===== config.mk =====
export PLATFORM = sky130hd
export DESIGN_NAME = cd_rx_frame_ctrl
export DESIGN_NICKNAME = d
export VERILOG_FILES = /design/src/rtl/cd_rx_frame_ctrl.sv
export SDC_FILE = /design/constraint.sdc
export NUM_CORES = 1
export LEC_CHECK = 0
export CAP_MARGIN = 0
export CORE_MARGIN = 2
export CORE_UTILIZATION = 46
export CTS_CLUSTER_DIAMETER = 60
export CTS_CLUSTER_SIZE = 24
export DETAILED_ROUTE_END_ITERATION = 8
export PLACE_DENSITY = 0.81
export SKIP_CTS_REPAIR_TIMING = 1
export SLEW_MARGIN = 30
export SYNTH_ARGS = -nofsm -noshare
export SYNTH_HDL_FRONTEND = slang
export SYNTH_SLANG_ARGS = --single-unit

===== constraint.sdc =====
create_clock -name clk -period 3.2 [get_ports clk]
set_input_delay 0.96 -clock clk [delete_from_list [all_inputs] [get_ports clk]]
set_output_delay 0.96 -clock clk [all_outputs]
set_load 0.05 [all_outputs]

===== src/rtl/cd_rx_frame_ctrl.sv =====
// cd_rx_frame_ctrl: CDBUS receive-side frame controller.
// Takes the deserialized byte stream and filters frames on destination address.
// Checks the length and CRC of each frame and writes accepted bytes into one of
// two 256-byte RX pages. Completed pages are handed to the host through a
// valid/release handshake. Every output is registered.
`timescale 1ns/1ps

module cd_rx_frame_ctrl (
  input  logic        clk,
  input  logic        reset_n,
  input  logic        bus_idle,
  input  logic        rx_break,
  input  logic [7:0]  data,
  input  logic        data_clk,
  input  logic [15:0] crc_data,
  input  logic [7:0]  filter,
  input  logic        promisc,
  output logic        force_wait_idle,
  output logic        wr_en,
  output logic        wr_page,
  output logic [7:0]  wr_addr,
  output logic [7:0]  wr_data,
  output logic [1:0]  page_valid,
  output logic        rd_page,
  input  logic        page_release,
  output logic        frame_done,
  output logic        err_crc,
  output logic        err_frame,
  output logic        err_lost,
  output logic        err_break
);

  typedef enum logic [1:0] {
    WAIT_IDLE  = 2'd0,
    WAIT_START = 2'd1,
    RECV       = 2'd2,
    DROP       = 2'd3
  } state_t;

  // Largest payload that still fits a 256-byte page after the 3-byte header.
  localparam logic [7:0] MAX_LEN = 8'd253;

  state_t      state_r, state_s;
  logic [8:0]  byte_cnt_r, byte_cnt_s;
  logic [7:0]  len_r, len_s;
  logic [8:0]  len_ext_s;

  logic        wr_en_s;
  logic [7:0]  wr_addr_s;
  logic [7:0]  wr_data_s;
  logic        commit_s;
  logic        err_crc_s;
  logic        err_frame_s;
  logic        err_lost_s;
  logic        err_break_s;
  logic        fwi_s;

  logic        wr_page_s;
  logic        rd_page_s;
  logic [1:0]  page_valid_s;
  logic        release_ok_s;

  // Destination acceptance: promiscuous mode, exact match, or broadcast.
  function automatic logic addr_match(input logic [7:0] dst,
                                      input logic [7:0] local_addr,
                                      input logic       any_dst);
    return any_dst || (dst == local_addr) || (dst == 8'hff);
  endfunction

  assign len_ext_s = {1'b0, len_r};

  // Frame FSM: next state, byte counter and per-byte write/error decisions.
  always_comb begin
    state_s     = state_r;
    byte_cnt_s  = byte_cnt_r;
    len_s       = len_r;
    wr_en_s     = 1'b0;
    wr_addr_s   = wr_addr;
    wr_data_s   = wr_data;
    commit_s    = 1'b0;
    err_crc_s   = 1'b0;
    err_frame_s = 1'b0;
    err_lost_s  = 1'b0;
    err_break_s = 1'b0;
    fwi_s       = 1'b0;

    case (state_r)
      WAIT_IDLE: begin
        if (bus_idle) begin
          state_s = WAIT_START;
        end else begin
          state_s = WAIT_IDLE;
        end
      end

      WAIT_START: begin
        if (data_clk) begin
          if (page_valid[wr_page]) begin
            // Host still owns the target page: the frame has nowhere to go.
            err_lost_s = 1'b1;
            state_s    = DROP;
          end else begin
            wr_en_s    = 1'b1;
            wr_addr_s  = 8'h00;
            wr_data_s  = data;
            byte_cnt_s = 9'd1;
            state_s    = RECV;
          end
        end else begin
          state_s = WAIT_START;
        end
      end

      RECV: begin
        if (rx_break) begin
          err_break_s = 1'b1;
          state_s     = WAIT_IDLE;
        end else if (data_clk) begin
          byte_cnt_s = byte_cnt_r + 9'd1;
          if (byte_cnt_r == len_ext_s + 9'd4) begin
            // Second CRC byte: running CRC over the whole frame must be zero.
            if (crc_data == 16'h0000) begin
              commit_s = 1'b1;
            end else begin
              err_crc_s = 1'b1;
              fwi_s     = 1'b1;
            end
            state_s = WAIT_IDLE;
          end else if (byte_cnt_r == 9'd1) begin
            if (addr_match(data, filter, promisc)) begin
              wr_en_s   = 1'b1;
              wr_addr_s = byte_cnt_r[7:0];
              wr_data_s = data;
            end else begin
              // Not for us: drop quietly, the bus stays usable for others.
              state_s = DROP;
            end
          end else if (byte_cnt_r == 9'd2) begin
            if (data > MAX_LEN) begin
              err_frame_s = 1'b1;
              fwi_s       = 1'b1;
              state_s     = DROP;
            end else begin
              len_s     = data;
              wr_en_s   = 1'b1;
              wr_addr_s = byte_cnt_r[7:0];
              wr_data_s = data;
            end
          end else if (byte_cnt_r <= len_ext_s + 9'd2) begin
            wr_en_s   = 1'b1;
            wr_addr_s = byte_cnt_r[7:0];
            wr_data_s = data;
          end else begin
            // First CRC byte: consumed but never stored.
            state_s = RECV;
          end
        end else if (bus_idle) begin
          // Line went idle before the frame was complete.
          err_frame_s = 1'b1;
          state_s     = WAIT_IDLE;
        end else begin
          state_s = RECV;
        end
      end

      DROP: begin
        if (bus_idle || rx_break) begin
          state_s = WAIT_IDLE;
        end else begin
          state_s = DROP;
        end
      end

      default: begin
        state_s = WAIT_IDLE;
      end
    endcase
  end

  // Page ownership: commits fill wr_page, host releases free rd_page.
  always_comb begin
    page_valid_s = page_valid;
    wr_page_s    = wr_page;
    rd_page_s    = rd_page;
    release_ok_s = page_release & page_valid[rd_page];

    if (release_ok_s) begin
      page_valid_s[rd_page] = 1'b0;
      rd_page_s             = ~rd_page;
    end else begin
      rd_page_s = rd_page;
    end

    // A commit only ever targets a page that was free at frame start, so it
    // never collides with the page being released in the same cycle.
    if (commit_s) begin
      page_valid_s[wr_page] = 1'b1;
      wr_page_s             = ~wr_page;
    end else begin
      wr_page_s = wr_page;
    end
  end

  // FSM state, byte counter and captured length.
  always_ff @(posedge clk or negedge reset_n) begin
    if (!reset_n) begin
      state_r    <= WAIT_IDLE;
      byte_cnt_r <= 9'd0;
      len_r      <= 8'd0;
    end else begin
      state_r    <= state_s;
      byte_cnt_r <= byte_cnt_s;
      len_r      <= len_s;
    end
  end

  // Registered buffer write port and status pulses.
  always_ff @(posedge clk or negedge reset_n) begin
    if (!reset_n) begin
      wr_en           <= 1'b0;
      wr_addr         <= 8'h00;
      wr_data         <= 8'h00;
      frame_done      <= 1'b0;
      err_crc         <= 1'b0;
      err_frame       <= 1'b0;
      err_lost        <= 1'b0;
      err_break       <= 1'b0;
      force_wait_idle <= 1'b0;
    end else begin
      wr_en           <= wr_en_s;
      wr_addr         <= wr_addr_s;
      wr_data         <= wr_data_s;
      frame_done      <= commit_s;
      err_crc         <= err_crc_s;
      err_frame       <= err_frame_s;
      err_lost        <= err_lost_s;
      err_break       <= err_break_s;
      force_wait_idle <= fwi_s;
    end
  end

  // Page pointers and per-page valid flags.
  always_ff @(posedge clk or negedge reset_n) begin
    if (!reset_n) begin
      wr_page    <= 1'b0;
      rd_page    <= 1'b0;
      page_valid <= 2'b00;
    end else begin
      wr_page    <= wr_page_s;
      rd_page    <= rd_page_s;
      page_valid <= page_valid_s;
    end
  end

endmodule


## Word level (Yosys, flattened, before mapping)

Cells that the tools add are included.

- Flip-flop bits (word level): 46
- Input bits: 39
- Logic and storage cells: 154

- Add/sub/neg operators: 3
- $lt $le $gt $ge: 6
- Equality and inequality tests: 19
- Mux-type cells: 89
- Bitwise gates (word level): 10
- Reduce and logical (&&, ||, !) cells: 12

Operators with widths:

| operator | number |
|---|---|
| $mux 8 | 20 |
| $mux 1 | 45 |
| $mux 9 | 4 |
| $pmux 8 s2 | 2 |
| $mux 2 | 13 |
| $pmux 9 s2 | 1 |
| $logic_not 16->1 | 1 |
| $ne 7x7->1 const B | 2 |
| $ne 2x2->1 const B | 5 |
| $add 8x2->9 const B | 1 |
| $add 8x3->9 const B | 1 |
| $add 9x1->9 const B | 1 |
| $eq 9x1->1 const B | 1 |
| $eq 9x2->1 const B | 1 |
| $eq 9x9->1 | 1 |
| $le 9x9->1 | 1 |
| $reduce_and 9->1 | 1 |
| $eq 8x8->1 | 1 |
| $eq 8x8->1 const B | 1 |
| $gt 8x8->1 const B | 1 |
| $ne 4x4->1 const B | 2 |
| $pmux 2 s4 | 1 |
| $reduce_and 7->1 | 1 |
| $ne 6x6->1 const B | 1 |
| 18 further kinds | 30 |

## Depth between registers and ports, before layout

Gate-level depths: netlist of the first run.

- Depth after elaboration: 9
- Gate-level depth with buffers: 12
- Mapped depth without buffers: 10

## Least setup slack after synthesis of the first run

OpenSTA, ideal clock, no wires.

- Path kind: register -> register
- From: reg len_r[2]
- To: reg wr_addr[4]
- Setup time: 126 ps
- Arrival: 2844 ps
- Data required time: 3074 ps
- Path slack: 230 ps
- Stages on the path, launching flop included: 13
- Buffers on the path: 2
- Period minus slack after synthesis: 2970 ps
- Cell sequence: dfrtp_1 > ha_1 > clkbuf_1 > nand2_1 > xor2_1 > ha_1 > nand3_1 > or3_1 > o211a_1 > a211oi_1 > clkbuf_1 > a21oi_1 > a311o_1

- Word-level cells in the longest chain between the ends: 4

RTL lines:

| item | line | RTL |
|---|---|---|
| from (decl) | 45 | `logic [7:0] len_r, len_s;` |
| from (signal assigned) | 213 | `len_r <= len_s;` |
| $add 8x2->9 or $add 8x3->9 (tied branches) | 149, 120 |  |
| $le 9x9->1 or $eq 9x9->1 (tied branches) | 149, 120 |  |
| $ne 4x4->1 (no source line) or $ne 2x2->1 (tied branches) | - |  |
| $reduce_and 9->1 (no source line) * | - |  |
| to (signal assigned) | 231 | `wr_addr <= wr_addr_s;` |
| to (decl) | 21 | `output logic [7:0] wr_addr,` |

Every way passes the cells marked *; elsewhere a longest branch is shown, timed or not.
A chain may end at the register's enable or synchronous reset.

## Final worst setup path of the first run

- From: reg len_r[2]
- To: reg wr_data[0]

- Word-level cells in the longest chain between the ends: 4

RTL lines:

| item | line | RTL |
|---|---|---|
| $add 8x2->9 or $add 8x3->9 (tied branches) | 149, 120 |  |
| $le 9x9->1 or $eq 9x9->1 (tied branches) | 149, 120 |  |
| $ne 4x4->1 (no source line) or $ne 2x2->1 (tied branches) | - |  |
| $reduce_and 9->1 (no source line) * | - |  |
| to (signal assigned) | 232 | `wr_data <= wr_data_s;` |
| to (decl) | 22 | `output logic [7:0] wr_data,` |

Marked as above.

==> results of run 1 <==
## cells by family after synthesis
family	after synthesis
buffers and inverters	25
AOI/OAI and AO/OA	70
adders and majority gates	18
DFF	46
muxes	17
and+or+nand+nor	112
xor gates and xnor gates	19
## flip-flops by register name (all words and copies together), names as in the netlist
name and cells:
force_wait_idle 1, err_frame 1, wr_page 1, err_break 1
wr_en 1, rd_page 1, err_lost 1, err_crc 1
page_valid 2, frame_done 1, len_r 8, wr_data 8
byte_cnt_r 9, wr_addr 8, state_r 2
## power groups by stage
stage	Clock (mW)	Sequential (mW)	Combinational [mW]
after global placement	0	0.753	1.05
final	0.442	0.744	1.08
after global routing	0.476	0.757	1.16
after CTS	0.447	0.745	1.07
after floorplan	0	0.971	0.468
after detailed placement	0	0.758	1.07
## cell usage in the layout, fill, tap and decap left out, drive strengths merged, types with 5 or more instances in the layout
master	count
a311o	6
nand3	10
dfrtp	46
clkbuf	5
xnor2	5
and2	8
a21oi	16
ha	18
xor2	14
nor2	10
nand2	33
o21ai	12
buf	31
nand4	7
o31ai	6
clkdlybuf4s50	64
inv	10
nor3	6
nor2b	8
mux2	17
nor4	11
## worst register-to-register path: cells and delay by family, from the launching register on
kind | cells | cell delay, ns
flops | 1 | 0.43
fa+ha+maj | 1 | 0.28
simple gates | 3 | 1.43
compound gates | 1 | 0.38
mux | 1 | 0.38
## through the flow
step           util, %  cells  hold WS (ns)  instance area [µm²]
6_report          63.5    471         0.508                 3980
5_1_grt           63.5    471         0.541                 3980
4_1_cts           63.4    471         0.513                 3980
3_5_place_dp      61.6    463         0.494                 3870
3_3_place_gp      61.6    463         0.489                 3870
2_1_floorplan        -    307         0.485                 2970
## per-layer routing
layer	track usage, %	wire (µm)	vias up
li1	-	-	1303
met1	27.2	3190	1283
met2	37.6	3710	75
met3	4.72	402	9
met4	6.01	112	0
met5	0	0	-
## area by class of cell
type                    instances  area [µm²]
clock inverters                 3        43.8
well taps                      77        96.3
flip-flops and latches         46        1150
repair buffers                 95         871
fillers                       516        2290
clock buffers                   5        68.8
inverters                       9        33.8
multi-input cells             236        1720
## worst min-delay path by stage
stage                            from                     end  slack, ns  cells past startpoint
5_1_grt        wr_data[2]$_DFFE_PN0P_  wr_data[2]$_DFFE_PN0P_       0.54                      1
6_report       wr_data[2]$_DFFE_PN0P_  wr_data[2]$_DFFE_PN0P_       0.51                      1
2_1_floorplan    len_r[0]$_DFFE_PN0P_    len_r[0]$_DFFE_PN0P_       0.48                      1
3_5_place_dp   wr_data[1]$_DFFE_PN0P_  wr_data[1]$_DFFE_PN0P_       0.49                      1
3_3_place_gp   wr_data[0]$_DFFE_PN0P_  wr_data[0]$_DFFE_PN0P_       0.49                      1
4_1_cts        wr_data[1]$_DFFE_PN0P_  wr_data[1]$_DFFE_PN0P_       0.51                      1
==> results.sh, run 1 <==
export IMPL_post_drt_wl_per_cell_um=15.7
export IMPL_synth_seq_cells=46
export IMPL_clock_sinks=46
export IMPL_drv_cap=0
export IMPL_coreArea_um2=6280
export IMPL_grt_max_degree=27
export IMPL_ant_nets=0
export IMPL_synth_simple_gate_area_share_pct=21.2
export IMPL_drtIter0Drc=119
export IMPL_cp_top_family="simple AND/OR/NAND/NOR gates"
export IMPL_placement_io_buffers=65
export IMPL_timing_final_ws_setup_ns=0.190
export IMPL_endpoint="wr_data[0]$_DFFE_PN0P_"
export IMPL_worst_ep_arrival_time_ns=3.20
export IMPL_fmax_mhz=332
export IMPL_drt_wl_total_um=7420
export IMPL_start_util_pct=47.3
export IMPL_setup_worst_path_end_class="register"
export IMPL_cp_num_cells=6
export IMPL_yosysUniqueCellTypes=54
export IMPL_grt_setup_unrepaired="no"
export IMPL_synth_seq_area_share_pct=38.8
export IMPL_syn_area_per_cell_um2=9.67
export IMPL_synth_top_area_share_pct=38.8
export IMPL_p_sw_mw=0.911
export IMPL_slew_viol_final=0
export IMPL_power_density_nw_per_um2=568
export IMPL_yosysMostFrequentCell="dfrtp_1"
export IMPL_pwr_share_clk_pct=19.6
export IMPL_finalPower_mw=2.26
export IMPL_critPathLaunchType="register"
export IMPL_pre_cts_ws_ns=-0.221
export IMPL_hold_viol_final=0
export IMPL_firstDrtPassIters=4
export IMPL_power_internal_mw=1.35
export IMPL_via_count=2670
export IMPL_overflow=0
export IMPL_synthTopCellsByArea="dfrtp_1 (39%), ha_1 (7.6%), mux2_2 (6.5%), nand2_1 (4.2%), xor2_1 (4.1%)"
export IMPL_grt_use_total_pct=21.6
export IMPL_gp_congestion=0.840
export IMPL_setup_tns_ns=0
export IMPL_crit_path_frequent_cell="or4_1"
export IMPL_nets=450
export IMPL_die_h_um=84.3
export IMPL_synthMuxAreaShare_pct=6.45
export IMPL_syn_inst=307
export IMPL_hpwl_um=5720
export IMPL_antenna_found_initial=0
export IMPL_p_comb_share_pct=47.5
export IMPL_cts_root_buf="clkbuf_8"
export IMPL_critPathSlowestCell="or4_1"
export IMPL_cts_buffers=5
export IMPL_synth_edff_count=0
export IMPL_setup_worst_path_start="len_r[2]$_DFFE_PN0P_"
export IMPL_worstReg2RegStart="len_r[2]$_DFFE_PN0P_"
export IMPL_grt_pass1_wl_um=12500
export IMPL_r2r_end="wr_data[0]$_DFFE_PN0P_"
export IMPL_htreeDepth=2
export IMPL_max_stage_delay_ns=0.72
export IMPL_synth_nets=364
export IMPL_seq_power_share_pct=32.9
export IMPL_reg2reg_depth=6
export IMPL_num_rows=29
export IMPL_vias_per_cell=5.67
export IMPL_ios=66
export IMPL_reg2reg_slack_ns=0.19
export IMPL_power_share_switching_pct=40.3
export IMPL_drc=0
export IMPL_fin_crit_sh_pct=94.1
export IMPL_drive_above_1_share_pct=17.0
export IMPL_worstPathRequired_ns=3.39
export IMPL_vdd_drop_max_mv=0.355
export IMPL_synth_xor_area_share_pct=5.61
export IMPL_diodes=0
export IMPL_cts_tree="yes"
export IMPL_synth_top_family_by_area="simple AND/OR/NAND/NOR gates"
export IMPL_min_path_type="register to register"
export IMPL_period_needed_ns=3.01
export IMPL_slew_headroom_pct=60.9
export IMPL_syn_cell_area_um2=2970
export IMPL_max_slew_worst_pin_slew_ns=0.581
export IMPL_netlist_top_cells_count="dfrtp_1 (46), nand2_1 (33), ha_1 (18)"
export IMPL_crit_buf_inv=0
export IMPL_cp_cell_sequence="ha_1, or4_1, and4_4, or4_1, a31oi_4, mux2_2"
export IMPL_ys_flop_type="dfrtp_1"
export IMPL_setup_viol=0
export IMPL_path_max_fanout=8
export IMPL_dieArea_um2=7110
export IMPL_synthArstFlopShare_pct=100
export IMPL_insertion_delay_ns=0.31
export IMPL_cts_clk_slew_worst_paths_ns=0.09
export IMPL_die_w_um=84.3
export IMPL_synthAdderAreaFrac_pct=7.59
export IMPL_status="finished, final reports clean"
export IMPL_skew_ns=0.0144
export IMPL_clk_path_buf_depth=2
export IMPL_area_growth_pct=34.2
export IMPL_path_class="register to register"
export IMPL_synth_top_cell_by_area="dfrtp_1"
export IMPL_synth_warnings=0
export IMPL_synth_compound_area_share_pct=16.9
export IMPL_grt_pass1_vias=2709
export IMPL_total_leakage_power_nw=1.74
Power figures use the tool's default switching activity.
==> run 2, diff against run 1 <==
--- a/config.mk
+++ b/config.mk
@@ -5,13 +5,14 @@
 export SDC_FILE = /design/constraint.sdc
 export NUM_CORES = 1
 export LEC_CHECK = 0
-export CAP_MARGIN = 0
 export CORE_MARGIN = 2
-export CORE_UTILIZATION = 46
+export CORE_UTILIZATION = 58
 export CTS_CLUSTER_DIAMETER = 60
 export CTS_CLUSTER_SIZE = 24
 export DETAILED_ROUTE_END_ITERATION = 8
-export PLACE_DENSITY = 0.81
+export DONT_BUFFER_PORTS = 1
+export MAX_ROUTING_LAYER = met4
+export PLACE_DENSITY = 0.8
 export SKIP_CTS_REPAIR_TIMING = 1
 export SLEW_MARGIN = 30
 export SYNTH_ARGS = -nofsm -noshare
==> results.sh, run 2 (synthesis results as in run 1) <==
export IMPL_grt_pass1_vias=2247
export IMPL_final_common_cell="dfrtp_1"
export IMPL_drt_wl_total_um=6770
export IMPL_grt_setup_unrepaired="no"
export IMPL_max_stage_delay_ns=0.55
export IMPL_clock_sinks=46
export IMPL_fin_area_um2=3160
export IMPL_num_rows=26
export IMPL_via_count=2410
export IMPL_regMostFlops="byte_cnt_r"
export IMPL_largest_reg_flops=9
export IMPL_setup_tns_ns=0
export IMPL_cts_root_buf="clkbuf_8"
export IMPL_post_drt_wl_per_cell_um=17.8
export IMPL_ios=66
export IMPL_placement_io_buffers=0
export IMPL_hold_viol_final=0
export IMPL_fin_crit_sh_pct=94.6
export IMPL_vias_per_cell=6.33
export IMPL_drive_above_1_share_pct=15.5
export IMPL_status="finished, final reports clean"
export IMPL_slew_viol_final=0
export IMPL_worst_ep_arrival_time_ns=3.21
export IMPL_insertion_delay_ns=0.30
export IMPL_grt_max_degree=47
export IMPL_antenna_found_initial=1
export IMPL_die_w_um=75.5
export IMPL_die_h_um=75.5
export IMPL_area_growth_pct=6.53
export IMPL_nets=367
export IMPL_power_density_nw_per_um2=618
export IMPL_placed_area_um2=3080
export IMPL_setup_viol=0
export IMPL_cts_buffers=5
export IMPL_vdd_drop_max_mv=0.304
export IMPL_htreeDepth=2
export IMPL_coreArea_um2=5010
export IMPL_path_class="register to register"
export IMPL_fmax_mhz=330
export IMPL_cp_cell_sequence="and3_1, nand3_1, xor2_1, ha_1, nand2_1, or3_1, o211a_1, a211oi_1, buf_4, a31oi_4, mux2_2"
export IMPL_setup_worst_path_end_class="register"
export IMPL_critPathSlowestCell="dfrtp_1"
export IMPL_cts_clk_slew_worst_paths_ns=0.09
export IMPL_layout_common_cells="dfrtp_1 (45), nand2_1 (33), mux2_2 (17), ha_1 (17), a21oi_1 (16)"
export IMPL_period_needed_ns=3.03
export IMPL_drv_cap=0
export IMPL_slew_headroom_pct=59.9
export IMPL_hpwl_um=5060
export IMPL_cts_tree="yes"
export IMPL_skew_ns=0.0105
export IMPL_firstDrtPassIters=4
export IMPL_critPathLaunchType="register"
export IMPL_worstPathRequired_ns=3.38
export IMPL_start_util_pct=59.2
export IMPL_grt_use_total_pct=25.1
export IMPL_overflow=0
export IMPL_total_leakage_power_nw=1.38
export IMPL_drtIter0Drc=170
export IMPL_min_path_type="input pin to async pin"
export IMPL_grt_pass1_wl_um=10600
export IMPL_ant_nets=0
export IMPL_drc=0
export IMPL_path_max_fanout=11
export IMPL_clk_path_buf_depth=2
export IMPL_dieArea_um2=5710
export IMPL_gp_congestion=0.982
export IMPL_max_slew_worst_pin_slew_ns=0.597
==> run 2: layout make-up <==
cell class              instances  area, µm²
fillers                       433       1850
multi-input cells             236       1720
flip-flops and latches         46       1150
repair buffers                 12       90.1
well taps                      70       87.6
clock buffers                   5       68.8
inverters                       9       33.8
clock inverters                 2       10.0
diodes                          1       2.50
==> run 2: worst paths after layout <==
| path | to | slack (ns) | depth (start not counted) | start |
|---|---|---|---|---|
| min in group clk | len_r[0]$_DFFE_PN0P_ | 0.54 | 1 | len_r[0]$_DFFE_PN0P_ |
| worst min register to register | len_r[0]$_DFFE_PN0P_ | 0.54 | 1 | len_r[0]$_DFFE_PN0P_ |
| max in group asynchronous | wr_addr[0]$_DFFE_PN0P_ | 2.76 | 0 | reset_n |
| worst min-delay path | wr_addr[1]$_DFFE_PN0P_ | 0.34 | 0 | reset_n |
| worst max register to register | wr_data[7]$_DFFE_PN0P_ | 0.17 | 11 | len_r[4]$_DFFE_PN0P_ |
| worst max-delay path | wr_data[7]$_DFFE_PN0P_ | 0.17 | 11 | len_r[4]$_DFFE_PN0P_ |
==> run 2: power by group <==
group	internal (mW)	switching (mW)	total (mW)
combinational	0.280	0.341	0.621
sequential	0.670	0.321	0.991
clock	0.147	0.196	0.343
total	1.10	0.858	1.95
==> run 2: metrics by stage <==
stage / setup WS [ns] / std cells / utilization, % / hold WS (ns) / power [mW]
4_1_cts: 0.104 / 380 / 63.0 / 0.336 / 1.95
3_3_place_gp: 0.235 / 373 / 61.4 / 0.508 / 1.59
5_1_grt: 0.0143 / 381 / 63.1 / 0.323 / 2.06
3_5_place_dp: 0.131 / 373 / 61.4 / 0.524 / 1.61
2_1_floorplan: 0.230 / 307 / - / 0.485 / 1.44
6_report: 0.174 / 381 / 63.1 / 0.343 / 1.95
==> run 2: layer usage <==
layer  up-vias  part of all wire [%]  track usage [%]
li1       1131                     -                -
met1      1190                    43             30.6
met2        83                    51             42.5
met3         6                   5.6             5.56
met4         0                  0.90             6.24
met5         -                     0                -
==> run 2: critical path, delay by kind of cell, from the launching register on <==
kind | cells | cell delay [ns]
and+or+nand+nor | 4 | 0.81
AOI/OAI and AO/OA | 3 | 0.59
DFF | 1 | 0.55
muxes | 1 | 0.32
adders and majority gates | 1 | 0.30
buffers and inverters | 1 | 0.18
xor gates and xnor gates | 1 | 0.17
==> run 3, diff against run 2 <==
--- a/config.mk
+++ b/config.mk
@@ -14,7 +14,6 @@
 export MAX_ROUTING_LAYER = met4
 export PLACE_DENSITY = 0.8
 export SKIP_CTS_REPAIR_TIMING = 1
-export SLEW_MARGIN = 30
 export SYNTH_ARGS = -nofsm -noshare
 export SYNTH_HDL_FRONTEND = slang
 export SYNTH_SLANG_ARGS = --single-unit
==> results of run 3 <==
No change in the layout: final DEF, timing and power equal those of run 2.
